==> src/rtl/enc8_pkg.sv <==
// Shared constants and code/line mapping for the 8-line request encoder family.
// Code c and line i are related by c = 7 - i, mirroring the downstream 3-to-8 decoder.
package enc8_pkg;

  localparam int N_LINES = 8;
  localparam int CODE_W  = 3;

  localparam bit ARB_FIXED = 1'b0;
  localparam bit ARB_RR    = 1'b1;

  function automatic logic [CODE_W-1:0] line_to_code(input logic [CODE_W-1:0] i);
    return 3'd7 - i;
  endfunction

  function automatic logic [CODE_W-1:0] code_to_line(input logic [CODE_W-1:0] c);
    return 3'd7 - c;
  endfunction

endpackage

==> src/rtl/rr_pick8.sv <==
// Combinational picker over 8 pending lines, searching in code order.
// Fixed mode starts at code 0; round-robin mode starts just after ptr and visits ptr last.
module rr_pick8
  import enc8_pkg::*;
(
  input  logic [N_LINES-1:0] pending,
  input  logic [CODE_W-1:0]  ptr,
  input  logic               mode,
  output logic               any,
  output logic [CODE_W-1:0]  code,
  output logic [N_LINES-1:0] onehot
);

  always_comb begin
    logic [CODE_W-1:0] start;
    logic [CODE_W-1:0] cand;
    any    = 1'b0;
    code   = '0;
    onehot = '0;
    // Fixed priority is round-robin with the pointer pinned at 7, so the scan starts at code 0.
    start  = (mode == ARB_RR) ? ptr : 3'd7;
    cand   = '0;
    for (int k = 1; k <= N_LINES; k++) begin
      cand = start + 3'(k);
      if (!any && pending[code_to_line(cand)]) begin
        any  = 1'b1;
        code = cand;
      end
    end
    if (any) begin
      onehot = 8'b1 << code_to_line(code);
    end
  end

endmodule

==> src/rtl/req_encoder8.sv <==
// Sequential 8-to-3 request encoder: sticky pending set, one issued code at a time
// over a valid/ready handshake, with a merge-overflow pulse.
module req_encoder8
  import enc8_pkg::*;
#(
  parameter bit RR = ARB_FIXED
) (
  input  logic               clk,
  input  logic               rst_n,
  input  logic               en,
  input  logic [N_LINES-1:0] d,
  input  logic               ready,
  output logic [CODE_W-1:0]  sel,
  output logic               valid,
  output logic [N_LINES-1:0] pending,
  output logic               busy,
  output logic               ovf
);

  logic [N_LINES-1:0] set;
  logic [N_LINES-1:0] clr;
  logic               load;
  logic [CODE_W-1:0]  ptr;
  logic               pick_any;
  logic [CODE_W-1:0]  pick_code;
  logic [N_LINES-1:0] pick_onehot;

  rr_pick8 u_pick (
    .pending (pending),
    .ptr     (ptr),
    .mode    (RR),
    .any     (pick_any),
    .code    (pick_code),
    .onehot  (pick_onehot)
  );

  always_comb begin
    set  = en ? d : '0;
    load = !valid || ready;
    clr  = (load && pick_any) ? pick_onehot : '0;
    busy = (|pending) || valid;
  end

  // New requests are OR-ed in after the clear, so a re-request of the line being issued survives.
  always_ff @(posedge clk or negedge rst_n) begin
    if (!rst_n) begin
      pending <= '0;
      ovf     <= 1'b0;
    end else begin
      pending <= (pending & ~clr) | set;
      ovf     <= |(set & pending & ~clr);
    end
  end

  always_ff @(posedge clk or negedge rst_n) begin
    if (!rst_n) begin
      valid <= 1'b0;
      sel   <= '0;
      ptr   <= 3'd7;
    end else if (load) begin
      if (pick_any) begin
        valid <= 1'b1;
        sel   <= pick_code;
        if (RR == ARB_RR) begin
          ptr <= pick_code;
        end
      end else begin
        valid <= 1'b0;
      end
    end
  end

endmodule

==> config.mk <==
export PLATFORM = sky130hd
export DESIGN_NAME = req_encoder8
export DESIGN_NICKNAME = d
export VERILOG_FILES = /design/src/rtl/enc8_pkg.sv /design/src/rtl/rr_pick8.sv /design/src/rtl/req_encoder8.sv
export SDC_FILE = /design/constraint.sdc
export NUM_CORES = 1
export LEC_CHECK = 0
export ABC_AREA = 0
export CORE_MARGIN = 5
export CORE_UTILIZATION = 30
export CTS_CLUSTER_SIZE = 16
export DETAILED_ROUTE_END_ITERATION = 10
export PLACE_DENSITY = 0.57
export SYNTH_ARGS = -nofsm -noshare
export SYNTH_HDL_FRONTEND = slang
export SYNTH_SLANG_ARGS = --single-unit
==> constraint.sdc <==
create_clock -name clk -period 3.2 [get_ports clk]
set_input_delay 0.32 -clock clk [delete_from_list [all_inputs] [get_ports clk]]
set_output_delay 0.32 -clock clk [all_outputs]
set_load 0.02 [all_outputs]
-- Word-level counts from Yosys, hierarchy flattened
Cells that the tools add are included.
- flip-flop bits (word level): 13
- output and inout bits: 14
- logic and storage cells: 51
- input port bits: 12
- add/sub/neg operators: 1
- shift-type cells: 1
- bitwise gates (word level): 5
- reduce and logical (&&, ||, !) cells: 21
- multiplexer cells: 19
- operators by type and width (operator ; count):
    $and A8 B8 Y8 ; 3
    $mux W8 ; 3
    $reduce_or A8 Y1 ; 2
    $mux W3 ; 4
    $mux W1 ; 10
    $logic_and A1 B1 Y1 ; 8
    $logic_not A1 Y1 ; 8
    $not A8 Y8 ; 1
    $or A8 B8 Y8 ; 1
    $shl A1 B3 Y8 const A ; 1
    $mux W2 ; 2
    $sub A3 B3 Y3 const A ; 1
    $logic_or A1 B1 Y1 ; 2
    $reduce_and A2 Y1 ; 1

-- Logic depth before layout (Yosys ltp)
- depth after elaboration: 29
- depth in mapped cells: 5

-- By module
Synthesis repeated with hierarchy kept, for this count alone.
- cell total of the unflattened synthesis: 205
- area, all modules: 1691.6 um2
- modules (own cells, without submodules) (module ; area an instance (um2) ; times used ; sequential area each (um2) ; cells each):
    rr_pick8 ; 1047.3 ; 1 ; 0.0 ; 142
    req_encoder8 ; 644.4 ; 1 ; 325.3 ; 63

-- Least setup slack after synthesis
No wires, ideal clock.
- path type: flip-flop to output port
- start: reg pending[4]
- end: out busy
- data required time: 2.880 ns
- path slack: 1.421 ns
- arrival time: 1.459 ns
- stages on the path, launching flop included: 4
- cell sequence: dfrtp_1 -> nor4_4 -> nand2_1 -> or3_1
- longest elaborated chain between the ends: 2
- RTL lines (item ; RTL line ; text):
    start: declaration ; req_encoder8.sv:15 ; output logic [N_LINES-1:0] pending,
    start signal: assignment ; req_encoder8.sv:50 ; pending <= (pending & ~clr) | set;
    $reduce_or A8 Y1 ; req_encoder8.sv:41 ; busy = (|pending) || valid;
    $logic_or A1 B1 Y1 ; req_encoder8.sv:41 ;
    end: declaration ; req_encoder8.sv:16 ; output logic busy,
No other way between the ends.

-- Worst setup path after layout
Same ends and word-level chain as after synthesis.

==> run summary <==
The flow ran to the end, and the final reports show no timing, DRC or antenna violations. The clock latency of the later-clocked register in the worst-skew pair is 280 ps, and the total of cells resized after clock tree synthesis is 0. The horizontal die dimension works out to 57.37 um. By startpoint and endpoint, the worst setup path is classified as reg -> out. Largest net degree at the start of global routing: 14.

The transition at the pin with the smallest max-transition slack came out at 604.4 ps. The finished layout holds 126 standard cells, fillers aside. The fraction of synthesis flops using an asynchronous set or reset pin is 1.000, and the final period demand of the worst path is 2551 ps. Derived from the worst setup path, the maximum achievable clock frequency is 392.0 MHz. From synthesis to final layout, the design area changed by 45.17%. The number of setup buffers added after CTS is 0. The buffer type at the clock tree root is clkbuf_4. The run gives 612 as the via count of the first global-routing pass. Area of the multi-input gates: 325.3 um2. The mapped netlist covers 673.1 um2. The clock transition at the register clock pins on the worst setup and hold paths after CTS came out at 90 ps. The most instantiated flip-flop cell in the synthesis netlist was dfrtp_1.

Detailed placement ended at an HPWL of 1.287 mm. The worst slack at placement was 945.4 ps. The tools report the type of origin of the critical path as a flip-flop.

Beginning of the worst register-to-register path: pending[4]. The final core utilization was 0.4504. Data arrives at the worst endpoint at 2230 ps. The final number of max-transition violations was 0; the number of detailed-route iterations in the first pass was 5. The endpoint class of the critical path was a primary output. Setup violations remaining at the end of the flow were counted as 0. Max-cap violations in this run came to 0. Across all setup checks in the final design, the least slack found is 648.9 ps.

The routed design has 1.756 mm of wire. The tools report the total net switching power as 0.0001262 W. The final routed wire length divided by cell count is 13.94 um. In this design, the stage delay of the slowest critical-path cell is 540 ps.

Synthesis inferred 13 register bits. Counting along the longest clock path gives a buffer depth of 2. The signal on the critical path passes through nor4_4 -> nand2_1 -> or3_1 -> clkdlybuf4s50_1.

Setup repair after global routing left no endpoint under its margin. The combinational fraction of design power was 0.254; the layout filler cell count was 221. For this run, the number of Yosys warnings is 0. The first global-routing pass estimated 2.870 mm of wire. In this run the core area contains 17 standard-cell rows. The number of nets in the synthesized netlist is 83. After clock tree synthesis, the flow added hold-fix buffers numbering 0. The average cell area after synthesis came out at 9.481 um2. TritonCTS built the clock tree. The tightest min-delay check is of the in -> async type.

The critical-path cell with the highest stage delay was clkdlybuf4s50_1. The maximum level of the CTS H-tree came out at 1. Counting the buffers created by CTS gives 3. The tools report the number of antenna violations at the first check in global routing as 0. The total instance count after detailed placement was 122. The gate count of the mapped netlist is 71, and the number of diodes added for antenna fixing is 0.

26 I/O pins were placed. The fraction of final layout cells with drive strength greater than 1 is 0.06122. CTS saw 13 sinks.

Routability-driven placement finished with a final weighted congestion of 0.7654. Normalized max-slew margin: 0.5958. Across all layers, the routed design uses 648 vias. The clock arrives with 5.571 ps of skew.

The cell leakage power came out at 0.4055 nW. For the final routed database, the setup TNS stands at 0 ps. The sequential group share of total power is 0.487, and the detailed router's first-iteration violation count is 17. The full die area was 3291 um2. The number of cells on the worst reg-to-reg path is 4.

The sequential cell area fraction in the yosys report was 0.4833. The maximum net fanout on the critical path is 7. The total routing usage reported by global routing came out at 0.1145.

The area taken by flip-flops and latches is 325.3 um2, and the worst reg-to-reg setup slack is 1600 ps. The count of endpoints failing hold in the final timing report is 0. In this run the critical register-to-register path is captured at ovf. The run gives 0.0002784 W as the design internal power.

The switching fraction of total power was 0.3118. The per-cell via count in the routed design was 5.143. Data on the critical path is required at its endpoint by 2880 ps. In this run, synthesis inferred 0 flip-flops with an integrated enable. Initial core utilization: 0.3103.

The worst-case IR drop observed on VDD is 219.6 uV. For the remaining routing DRC violations, the log shows 0. Summed over all layers, the global routing overflow is 0. The tools report the clock share of power as 0.259.

After the last flow step, the layout net total stands at 111. Yosys mapped the design onto 26 distinct sky130hd cell types. In this run the power density over the cells is 414.0 nW/um2. The floorplan step set the die height to 57.37 um. The floorplan step defined a core boundary enclosing 2170 um2. The final cycle utilization of the critical path was 0.7972. The final-layout worst hold slack came out at 416.0 ps. The count of buffers added on input and output ports is 25. The final antenna-violating net count is 0.
## registers in the layout, summed over array words and instances (netlist names)
name,flops
sel,3
valid,1
pending,8
ovf,1
## how the worst max path moves through the flow
stage                     from   end  cells after the start
finish              pending[4]  busy                      4
global route        pending[4]  busy                      4
CTS                 pending[4]  busy                      4
detailed placement  pending[4]  busy                      4
global placement    pending[4]  busy                      4
floorplan           pending[4]  busy                      3
## cell families (layout without fill, tap and decap cells)
logic type | after synthesis | after routing | share of synthesized area
flops | 13 | 13 | 0.4833
compound gates | 22 | 22 | 0.2528
simple gates | 30 | 30 | 0.2305
buf+inv | 6 | 33 | 0.03345
## worst max-delay path, delay by kind of cell, from the launching register on
kind / cells / cell delay (ps)
and+or+nand+nor: 3 / 950
DFF: 1 / 470
buffers and inverters: 1 / 540
## power by group through the flow
stage	registers [W]	clock network, W	logic (W)
after floorplan	0.000214	0	0.0000358
after global placement	0.000199	0	0.000105
after detailed placement	0.000200	0	0.000104
after CTS	0.000198	0.000108	0.000104
after global routing	0.000201	0.000113	0.000111
final	0.000197	0.000105	0.000103
## final cells by class
type / count / area share
flip-flops and latches: 13 / 0.3329
clock buffers: 4 / 0.02689
well taps: 28 / 0.03585
repair buffers: 25 / 0.2561
multi-input cells: 52 / 0.3329
inverters: 4 / 0.01536
## metrics by stage
stage	instance area (um2)	total power, W
after global routing	977.2	0.0004248
after global placement	950.9	0.0003039
after floorplan	673.1	0.0002499
final	977.2	0.0004046
after CTS	977.2	0.0004093
after detailed placement	950.9	0.0003040
## cell usage after synthesis, drive strengths merged, types with 2 or more instances
cell	instances	area share
nand2	15	0.084
clkbuf	2	0.011
dfrtp	13	0.48
o2111ai	2	0.026
a21oi	2	0.015
nand4	2	0.019
inv	4	0.022
o31ai	2	0.022
nor2	5	0.028
a22o	3	0.039
nor2b	2	0.019
o21ai	3	0.022
a31oi	3	0.028
## layout by cell type (no fill, tap or decap), types with 2 or more instances in the layout
cell type	instances
a21oi_1	2
a22o_1	3
a31oi_1	3
clkbuf_4	3
clkdlybuf4s50_1	25
dfrtp_1	13
inv_1	4
nand2_1	15
nand4_1	2
nor2_1	5
nor2b_1	2
o2111ai_1	2
o21ai_0	3
o31ai_1	2
## per-layer routing
metal  global-route usage  up-vias  routed length [um]
met1               0.1628      304                 864
met4              0.06954        0                  36
met5                    0        -                   0
met3              0.02941        4                 115
met2               0.1516       24                 739
li1                     -      316                   -
Power figures use the tool's default switching activity.
